--- src/rtl/sc_regserializer_pkg.sv ---
// ---------------------------------------------------------------------------
// sc_regserializer_pkg
// Shared definitions for the register serializer slice:
//   - state encodings for the serializer FSM (IDLE/SHIFT/DONE)
//   - state enum built from those encodings
//   - scClog2: elaboration-time ceil(log2) used to size the bit counter
// ---------------------------------------------------------------------------
package sc_regserializer_pkg;

    localparam logic [1:0] SC_REGSERIALIZER_IDLE  = 2'b00;
    localparam logic [1:0] SC_REGSERIALIZER_SHIFT = 2'b01;
    localparam logic [1:0] SC_REGSERIALIZER_DONE  = 2'b10;

    typedef enum logic [1:0] {
        stIdle  = SC_REGSERIALIZER_IDLE,
        stShift = SC_REGSERIALIZER_SHIFT,
        stDone  = SC_REGSERIALIZER_DONE
    } regSerState_t;

    // ceil(log2(value)); value >= 2 is assumed by all callers.
    function automatic int scClog2(input int value);
        int result;
        result = 0;
        for (int i = 0; i < 32; i++) begin
            if ((longint'(1) << i) < longint'(value)) begin
                result = i + 1;
            end
        end
        return result;
    endfunction

endpackage

--- src/rtl/sc_bitcounter.sv ---
// ---------------------------------------------------------------------------
// sc_bitcounter
// Bit position counter for the serializer. Clears to zero, increments on
// enable, and saturates at COUNTER_TERMINAL so it never wraps.
// Ports:
//   SC_REGGENERAL_CLOCK_50      in   clock, rising edge
//   SC_REGGENERAL_RESET_InHigh  in   async active-high reset
//   SC_BITCOUNTER_clear         in   synchronous clear (wins over enable)
//   SC_BITCOUNTER_enable        in   count one bit
//   SC_BITCOUNTER_terminal      out  count == COUNTER_TERMINAL
// ---------------------------------------------------------------------------
module sc_bitcounter #(
    parameter int                       COUNTER_WIDTH    = 3,
    parameter logic [COUNTER_WIDTH-1:0] COUNTER_TERMINAL = '1
) (
    input  logic SC_REGGENERAL_CLOCK_50,
    input  logic SC_REGGENERAL_RESET_InHigh,
    input  logic SC_BITCOUNTER_clear,
    input  logic SC_BITCOUNTER_enable,
    output logic SC_BITCOUNTER_terminal
);

    logic [COUNTER_WIDTH-1:0] bitCount;

    assign SC_BITCOUNTER_terminal = (bitCount == COUNTER_TERMINAL);

    // Hold at terminal: the FSM leaves SHIFT on that same edge, and the
    // count is cleared again in IDLE before the next word.
    always_ff @(posedge SC_REGGENERAL_CLOCK_50 or posedge SC_REGGENERAL_RESET_InHigh) begin
        if (SC_REGGENERAL_RESET_InHigh) begin
            bitCount <= '0;
        end else if (SC_BITCOUNTER_clear) begin
            bitCount <= '0;
        end else if (SC_BITCOUNTER_enable && !SC_BITCOUNTER_terminal) begin
            bitCount <= bitCount + 1'b1;
        end
    end

endmodule

--- src/rtl/sc_regserializer.sv ---
// ---------------------------------------------------------------------------
// sc_regserializer
// Parallel-to-serial converter, MSB first, with a ready/valid style sink
// handshake. A word is captured from IDLE on an active-low load, shifted out
// one bit per accepted cycle, then a one-cycle DONE pulse is emitted.
// Ports:
//   SC_REGGENERAL_CLOCK_50        in   clock, rising edge
//   SC_REGGENERAL_RESET_InHigh    in   async active-high reset
//   SC_REGSERIALIZER_load_InLow   in   start request (active low)
//   SC_REGSERIALIZER_data_InBus   in   word to transmit
//   SC_REGSERIALIZER_ready_InHigh in   sink accepts current bit
//   SC_REGSERIALIZER_serial_Out   out  current bit (register MSB)
//   SC_REGSERIALIZER_valid_Out    out  serial bit is valid
//   SC_REGSERIALIZER_busy_Out     out  word in flight (SHIFT or DONE)
//   SC_REGSERIALIZER_done_Out     out  one-cycle pulse after last bit
// ---------------------------------------------------------------------------
module sc_regserializer
    import sc_regserializer_pkg::*;
#(
    parameter int REGSERIALIZER_DATAWIDTH = 32
) (
    input  logic                               SC_REGGENERAL_CLOCK_50,
    input  logic                               SC_REGGENERAL_RESET_InHigh,
    input  logic                               SC_REGSERIALIZER_load_InLow,
    input  logic [REGSERIALIZER_DATAWIDTH-1:0] SC_REGSERIALIZER_data_InBus,
    input  logic                               SC_REGSERIALIZER_ready_InHigh,
    output logic                               SC_REGSERIALIZER_serial_Out,
    output logic                               SC_REGSERIALIZER_valid_Out,
    output logic                               SC_REGSERIALIZER_busy_Out,
    output logic                               SC_REGSERIALIZER_done_Out
);

    localparam int                  CNT_W    = scClog2(REGSERIALIZER_DATAWIDTH);
    localparam logic [CNT_W-1:0]    LAST_BIT = CNT_W'(REGSERIALIZER_DATAWIDTH - 1);

    regSerState_t                       state;
    regSerState_t                       stateNext;
    logic [REGSERIALIZER_DATAWIDTH-1:0] shiftReg;
    logic                               counterClear;
    logic                               counterEnable;
    logic                               lastBit;
    logic                               captureWord;
    logic                               bitAccepted;

    assign captureWord   = (state == stIdle)  && !SC_REGSERIALIZER_load_InLow;
    assign bitAccepted   = (state == stShift) &&  SC_REGSERIALIZER_ready_InHigh;
    // Clearing throughout IDLE guarantees a zero count on the first SHIFT cycle.
    assign counterClear  = (state == stIdle);
    assign counterEnable = bitAccepted;

    sc_bitcounter #(
        .COUNTER_WIDTH    (CNT_W),
        .COUNTER_TERMINAL (LAST_BIT)
    ) bitCounter (
        .SC_REGGENERAL_CLOCK_50     (SC_REGGENERAL_CLOCK_50),
        .SC_REGGENERAL_RESET_InHigh (SC_REGGENERAL_RESET_InHigh),
        .SC_BITCOUNTER_clear        (counterClear),
        .SC_BITCOUNTER_enable       (counterEnable),
        .SC_BITCOUNTER_terminal     (lastBit)
    );

    // Next-state logic
    always_comb begin
        stateNext = state;
        case (state)
            stIdle:  if (!SC_REGSERIALIZER_load_InLow) stateNext = stShift;
            stShift: if (SC_REGSERIALIZER_ready_InHigh && lastBit) stateNext = stDone;
            stDone:  stateNext = stIdle;
            default: stateNext = stIdle;
        endcase
    end

    // State register
    always_ff @(posedge SC_REGGENERAL_CLOCK_50 or posedge SC_REGGENERAL_RESET_InHigh) begin
        if (SC_REGGENERAL_RESET_InHigh) begin
            state <= stIdle;
        end else begin
            state <= stateNext;
        end
    end

    // Shift register: load only from IDLE so a load during a transfer
    // cannot disturb the word in flight.
    always_ff @(posedge SC_REGGENERAL_CLOCK_50 or posedge SC_REGGENERAL_RESET_InHigh) begin
        if (SC_REGGENERAL_RESET_InHigh) begin
            shiftReg <= '0;
        end else if (captureWord) begin
            shiftReg <= SC_REGSERIALIZER_data_InBus;
        end else if (bitAccepted) begin
            shiftReg <= {shiftReg[REGSERIALIZER_DATAWIDTH-2:0], 1'b0};
        end
    end

    // Output logic: decoded straight from state so reset clears outputs
    // without waiting for an edge.
    always_comb begin
        SC_REGSERIALIZER_serial_Out = 1'b0;
        SC_REGSERIALIZER_valid_Out  = 1'b0;
        SC_REGSERIALIZER_busy_Out   = 1'b0;
        SC_REGSERIALIZER_done_Out   = 1'b0;
        case (state)
            stShift: begin
                SC_REGSERIALIZER_serial_Out = shiftReg[REGSERIALIZER_DATAWIDTH-1];
                SC_REGSERIALIZER_valid_Out  = 1'b1;
                SC_REGSERIALIZER_busy_Out   = 1'b1;
            end
            stDone: begin
                SC_REGSERIALIZER_busy_Out   = 1'b1;
                SC_REGSERIALIZER_done_Out   = 1'b1;
            end
            default: ;
        endcase
    end

endmodule

--- config.mk ---
export PLATFORM = sky130hd
export DESIGN_NAME = sc_regserializer
export DESIGN_NICKNAME = d
export VERILOG_FILES = /design/src/rtl/sc_regserializer_pkg.sv /design/src/rtl/sc_bitcounter.sv /design/src/rtl/sc_regserializer.sv
export SDC_FILE = /design/constraint.sdc
export NUM_CORES = 1
export LEC_CHECK = 0
export ABC_AREA = 0
export CAP_MARGIN = 5
export CORE_MARGIN = 1.5
export CORE_UTILIZATION = 45
export CTS_CLUSTER_SIZE = 24
export DETAILED_ROUTE_END_ITERATION = 8
export HOLD_SLACK_MARGIN = 0.12
export MAX_ROUTING_LAYER = met4
export PLACE_DENSITY_LB_ADDON = 0.12
export SLEW_MARGIN = 0
export SYNTH_ARGS = -nofsm -noshare
export SYNTH_HDL_FRONTEND = slang
export SYNTH_SLANG_ARGS = --single-unit
--- constraint.sdc ---
create_clock -name SC_REGGENERAL_CLOCK_50 -period 2.2 [get_ports SC_REGGENERAL_CLOCK_50]
set_clock_uncertainty 0.05 [all_clocks]
set_input_delay 0.33 -clock SC_REGGENERAL_CLOCK_50 [delete_from_list [all_inputs] [get_ports SC_REGGENERAL_CLOCK_50]]
set_output_delay 0.33 -clock SC_REGGENERAL_CLOCK_50 [all_outputs]
set_load 0.01 [all_outputs]
==> results of run 1 <==
## synthesized netlist by cell type (2+ instances only)
cell type                 instances
sky130_fd_sc_hd__inv_1            3
sky130_fd_sc_hd__nand2_1         33
sky130_fd_sc_hd__buf_4            3
sky130_fd_sc_hd__ha_1             6
sky130_fd_sc_hd__o21ai_0         32
sky130_fd_sc_hd__mux2i_1         33
sky130_fd_sc_hd__dfrtp_1         39
sky130_fd_sc_hd__a21oi_1          2
sky130_fd_sc_hd__o21ai_1          2
sky130_fd_sc_hd__nor2_1           4
sky130_fd_sc_hd__xor2_1           2
sky130_fd_sc_hd__buf_2            8
## routing by layer
metal	routed length, um	track usage [%]	vias to the layer above	part of all wire [%]
met3	129	6.50	2	3.7
met1	1580	20.5	656	46
met5	0	-	-	0
met4	19	6.12	0	0.55
li1	-	-	685	-
met2	1740	29.3	25	50
## final cells by class
cell class | count | area, um^2
clock buffers | 7 | 76.3
clock inverters | 1 | 5.00
fillers | 360 | 1610
inverters | 3 | 11.3
multi-input cells | 125 | 857
flip-flops and latches | 39 | 976
well taps | 50 | 62.6
repair buffers | 43 | 433
## worst max-delay path, stage by stage, from the launching register on
cell	delay (ns)
sky130_fd_sc_hd__dfrtp_1	0.41
sky130_fd_sc_hd__inv_1	0.14
sky130_fd_sc_hd__ha_4	0.20
sky130_fd_sc_hd__and2_1	0.13
sky130_fd_sc_hd__clkdlybuf4s50_1	0.52
## state kept, by name, summed over array words and instances, names as in the netlist
register,flops
state,2
bitCounter.bitCount,5
shiftReg,32
## kinds of logic after synthesis
| kind of cell | Yosys count | share of synthesized area, % |
|---|---|---|
| flip-flops | 39 | 51.7 |
| adder cells (fa/ha/maj) | 6 | 3.98 |
| XOR/XNOR | 2 | 0.929 |
| multiplexers | 34 | 18.1 |
| buffers and inverters | 14 | 3.91 |
| AO/OA/AOI/OAI | 38 | 10.5 |
| AND/OR/NAND/NOR | 45 | 10.8 |
## final timing paths
check	endpoint	cells after the start	startpoint	slack, ns
max in group asynchronous	state[1]	3	SC_REGGENERAL_RESET_InHigh	1.36
worst min register to register	shiftReg[0]	2	shiftReg[0]	0.48
worst max-delay path	SC_REGSERIALIZER_serial_Out	4	state[1]	0.12
worst min-delay path	shiftReg[13]	3	SC_REGGENERAL_RESET_InHigh	0.40
min in group SC_REGGENERAL_CLOCK_50	shiftReg[0]	2	shiftReg[0]	0.48
worst max register to register	bitCounter.bitCount[3]	6	bitCounter.bitCount[0]	0.33
## power breakdown
| group | switching [W] | internal (W) |
|---|---|---|
| logic | 0.000514 | 0.000530 |
| registers | 0.000175 | 0.00103 |
| clock network | 0.000243 | 0.000222 |
## per-stage QoR
| step | area, um^2 | instances | setup WS [ns] |
|---|---|---|---|
| CTS | 2410 | 268 | 0.0480 |
| floorplan | 1890 | 178 | 0.458 |
| finish | 2420 | 268 | 0.123 |
| global placement | 2330 | 260 | 0.353 |
| detailed placement | 2330 | 260 | 0.283 |
| global route | 2420 | 268 | 0.0501 |
## repair_timing
action                     CTS  global route
setup endpoints to repair    1             1
gates cloned                 0             0
resized for setup            1             1
hold buffers                 0             0
==> run summary, run 1 <==
The synthesized netlist contains 23 unique library cells. The clock latency of the later-clocked register in the worst-skew pair came out at 0.29 ns. The synthesized cell area is 1890 um^2.

The net count after synthesis came out at 220. Once layout is complete, the utilization of the core stands at 60.1%. The total number of yosys warnings came out at 0. The post-route worst hold slack is 0.402 ns. The hold violation total from the final report is 0.

In the post-synthesis netlist, the biggest area contributors are sky130_fd_sc_hd__dfrtp_1, sky130_fd_sc_hd__mux2i_1, sky130_fd_sc_hd__o21ai_0. The final net count is 259. The height of the die came out at 67.8 um. CTS saw 39 sinks. The share of the synthesized area in the top cell type came out at 51.7%. At the worst endpoint, the arrival time is 1.70 ns.

The flow ran to the end, and the final reports show no timing, DRC or antenna violations. The maximum fanout along the worst path came out at 6. 0 antenna diodes ended up in the layout. The cell sitting at the root of the clock tree is a sky130_fd_sc_hd__clkbuf_8. The area enclosed by the die boundary came out at 4590 um^2. The number of search-and-repair iterations in the first detailed-routing pass is 4. The sequential cell area fraction in the yosys report came out at 51.7%. The total core area came out at 4030 um^2.

Relative to the synthesized area, the layout overhead comes to 28.3%. The relative slew slack is 67.2%. The worst path needs 2.08 ns of the cycle, external delays included. Summed over all layers, the global routing overflow is 0.

The number of vias after detailed routing is 1368. The fmax came out at 0.481 GHz. The number of setup buffers added after CTS is 0. In this run the horizontal extent of the chip is 67.8 um. The synthesized design contains 0 enable-type register cells. The total power consumption of the routed design is 0.00271 W. Setup repair after global routing left no endpoint under its margin. The number of port buffers came out at 39. The first routing iteration left 67 violations. The mean area per synthesized cell is 10.6 um^2. The dominant synthesized flop cell is sky130_fd_sc_hd__dfrtp_1.

The clock-pin slew on the worst setup and hold paths came out at 0.07 ns. In the routed design, unresolved DRC markers number 0. The worst setup path is of the reg2out kind. The first-pass GRT wire length came out at 5810 um. Entering global routing, the biggest net connects 40 pins. The maximum root-to-sink buffer count came out at 2. The sum of routed wire length over all layers is 3470 um.

The standard-cell row count came out at 23. The average vias per placed instance is 5.10. The boundary pin count came out at 40. The initial core utilization came out at 46.8%. The proportion of register bits with asynchronous set or reset after synthesis came out at 100%. The worst min-delay path class is in2async. The post-route netlist has 7.34% of its cells at a drive strength greater than 1. The via count of the first global-routing pass is 1323.

Summed over all cells, the static leakage comes to 1.22 nW. The worst IR drop on VDD is 0.550 mV. The gate count of the mapped netlist came out at 178.

Across the run, the number of max-cap violations was 0. The clock tree from TritonCTS is built. The CTS buffer count came out at 5.

The max-slew violation total from the final report came to 0. The flip-flop and latch count after synthesis is 39. The setup TNS is 0 ns.

The routability congestion estimate from global placement is 0.751. At the pin with the least slew margin, the transition time is 0.492 ns. Power spread over the standard cell area amounts to 1120 nW/um^2. The number of antenna violations at the first check in global routing is 0. The endpoint required time on the critical path is 1.82 ns. The count of nets left with antenna violations after detail routing is 0. The half-perimeter wire length of the detailed placement result came out at 2370 um. Setup violations remaining at the end of the flow were counted as 0. The wire length per cell after detailed routing is 12.9 um. The post-route clock period utilization is 94.4%. The total global-route track usage came out at 18.0%. STA classifies the critical path endpoint as an output port.

The cell accounting for the most synthesized area is sky130_fd_sc_hd__dfrtp_1. The total number of H-tree levels came out at 2. In the layout the commonest cells are sky130_fd_sc_hd__dfrtp_1, sky130_fd_sc_hd__clkdlybuf4s50_1, sky130_fd_sc_hd__mux2i_1, sky130_fd_sc_hd__nand2_1, sky130_fd_sc_hd__o21ai_0.

The worst setup path is launched from a flip-flop.
No activity file was read; power rests on OpenSTA's default activity.
==> run 2, diff against run 1 <==
Settings changed: CTS_CLUSTER_DIAMETER set to 150, CTS_CLUSTER_SIZE 24 to 10.
==> results of run 2 <==
The final DEF is identical to that of run 1; final timing and power are the same.
==> run 3, diff against run 2 <==
Settings changed: CORE_ASPECT_RATIO set to 0.9.
==> run 3 against run 2 <==
Against the previous run:
- total power down 0.77%
- largest cell class unchanged
- first-iteration DRC count down 31%
- critical path type unchanged
- sequential share of layout area up 0.10 points
- core utilization down 0.41 points
==> run summary, run 3 (synthesis results as in run 1) <==
For this design, the slowest cell found on the critical path is sky130_fd_sc_hd__clkdlybuf4s50_1. The area of the multi-input gates came out at 847 um^2. The final count of negative-setup-slack endpoints came out at 0.

In this run the worst path has a maximum fanout of 6. The antenna diode count is 0. The total global-route track usage is 15.9%. The time the worst path needs with I/O delays and setup is 2.10 ns. The arrival time of the worst setup path is 1.72 ns. The clock tree from TritonCTS is built.

The region available for standard cell placement spans 4050 um^2. The largest net degree at the start of global routing is 65. The total grt overflow is 0. The post-route clock period utilization came out at 95.6%. The detailed router's first-iteration violation count is 46.

The standard-cell row count came out at 22. The tree is rooted in a sky130_fd_sc_hd__clkbuf_8. The number of clock sinks came out at 39. In the final layout, the registers with the most flip-flops are shiftReg (32), bitCounter.bitCount (5), state (2). The number of max-capacitance violations reported came out at 0. The maximum root-to-sink buffer count is 2. The die covers 4590 um^2. The floorplan step set the die height to 64.4 um. The top cell types in the final layout, fill and taps aside, are sky130_fd_sc_hd__dfrtp_1, sky130_fd_sc_hd__clkdlybuf4s50_1, sky130_fd_sc_hd__mux2i_1, sky130_fd_sc_hd__nand2_1, sky130_fd_sc_hd__o21ai_0. The signed area change from the synthesized netlist to the final layout came out at 28.0%. The die width came out at 71.3 um. The wire length per cell after detailed routing is 12.5 um. In this run the remaining antenna-violating nets after routing total 0. The flip-flop count of the largest register after layout came out at 32. The total number of H-tree levels is 2.

For this configuration, the core starts out at a cell density of 46.6%. Once layout is complete, the cells apart from fillers number 265. The via count of the first global-routing pass came out at 1355. The endpoint required time on the critical path came out at 1.82 ns. The wire-length estimate of the detail-placed layout is 2360 um. The hold violation total from the final report came to 0. The boundary pin count is 40.

Setup repair after global routing left no endpoint under its margin. The worst setup path is captured at an output port. The sum of routed wire length over all layers is 3310 um. The leakage power of the design came out at 1.22 nW. The clock latency of the later-clocked register in the worst-skew pair came out at 0.28 ns. The share of layout cells above drive strength 1 came out at 7.83%.

Including well taps, the total number of placed cells is 258. IR analysis of the VDD net gives a maximum drop of 0.482 mV. At the end of the flow, the number of nets in the layout was 259. The average vias per placed instance is 5.09. The total setup buffers inserted after CTS is 0. In this run, CTS created clock tree buffers numbering 5. Traced cell by cell, the critical path runs through inv_1, ha_2, and2_1, clkdlybuf4s50_1. The filler cell count in the final layout is 366. The number of port buffers came out at 39.

After clock tree synthesis, the clock-pin slew on the worst setup and hold paths is 0.07 ns. At the pin with the least slew margin, the transition time is 0.481 ns. The max-slew violation total from the final report is 0.

The area taken by flip-flops and latches is 976 um^2. For this run, the detailed router's first-pass iteration total came to 3. The relative slew slack is 67.9%. The routability congestion estimate from global placement came out at 0.718. The largest stage delay on the critical path is 0.53 ns.

The startpoint type of the worst setup path is a flip-flop. The flow ran to the end, and the final reports show no timing, DRC or antenna violations. Derived from the worst setup path, the maximum achievable clock frequency is 0.475 GHz. The first-pass GRT wire length is 5670 um. The start-to-end type of the worst setup path is reg2out. The number of antenna violations at the first check in global routing came out at 0. The register with the most flip-flops in the final layout is shiftReg. In the final timing run, aggregate negative setup slack is 0 ns. The count of unresolved DRC violations after routing is 0. The total power density per cell area came out at 1110 nW/um^2. The min-delay analysis places its worst path in the category in2async. The number of vias after detailed routing came out at 1349.
## run 3: changes by cell type in the layout (fill, tap and decap cells not counted), sizes merged
cell | before | now
clkbuf | 7 | 6
## run 3: routing by layer
layer  GRT usage [%]  part of all wire [%]
met1            19.8                    48
met2            25.3                    48
met3            4.20                   3.7
met4            5.19                  0.94
met5               -                     0
## run 3: final cells by class
class | instances | share of cell area, %
sequential | 39 | 40.4
multi-input combinational | 125 | 35.1
timing repair buffer | 43 | 17.9
clock buffer | 6 | 3.42
tap | 48 | 2.49
inverter | 3 | 0.466
clock inverter | 1 | 0.207
## run 3: final timing paths
kind	startpoint	endpoint	slack, ns	depth (start not counted)
setup / recovery	state[1]	SC_REGSERIALIZER_serial_Out	0.1	4
hold / removal	SC_REGGENERAL_RESET_InHigh	shiftReg[13]	0.42	3
setup reg to reg	bitCounter.bitCount[0]	bitCounter.bitCount[3]	0.30	6
hold reg to reg	shiftReg[0]	shiftReg[0]	0.49	2
max in group asynchronous	SC_REGGENERAL_RESET_InHigh	shiftReg[4]	1.34	3
min in group SC_REGGENERAL_CLOCK_50	shiftReg[0]	shiftReg[0]	0.49	2
## run 3: power by group
group	switching (W)	internal (W)	leakage, nW
Sequential	0.000173	0.00103	0.492
Clock	0.000225	0.000246	0.0470
Combinational	0.000498	0.000520	0.685
Total	0.000896	0.00180	1.22
## run 3: worst max-delay path, delay by kind of cell (launching register included)
kind | cells | cell delay [ns]
simple gates | 1 | 0.15
fa+ha+maj | 1 | 0.27
buf+inv | 2 | 0.64
flops | 1 | 0.39
## run 3: per-stage QoR
step                      total power (W)  cell area, um^2  hold slack [ns]  util, %  worst slack (ns)
after floorplan                   0.00193             1890            0.397        -             0.458
after global placement            0.00219             2320            0.468     57.5             0.366
after detailed placement          0.00226             2320            0.475     57.5             0.304
after CTS                         0.00274             2410            0.431     59.7            0.0691
after global routing              0.00291             2410            0.458     59.7           0.00863
final                             0.00269             2410            0.417     59.7            0.0964
## run 3: timing repair
action                                  in CTS  in global routing
gates resized for setup                      1                  0
endpoints found under the setup margin       1                  0
hold buffers                                 0                  0
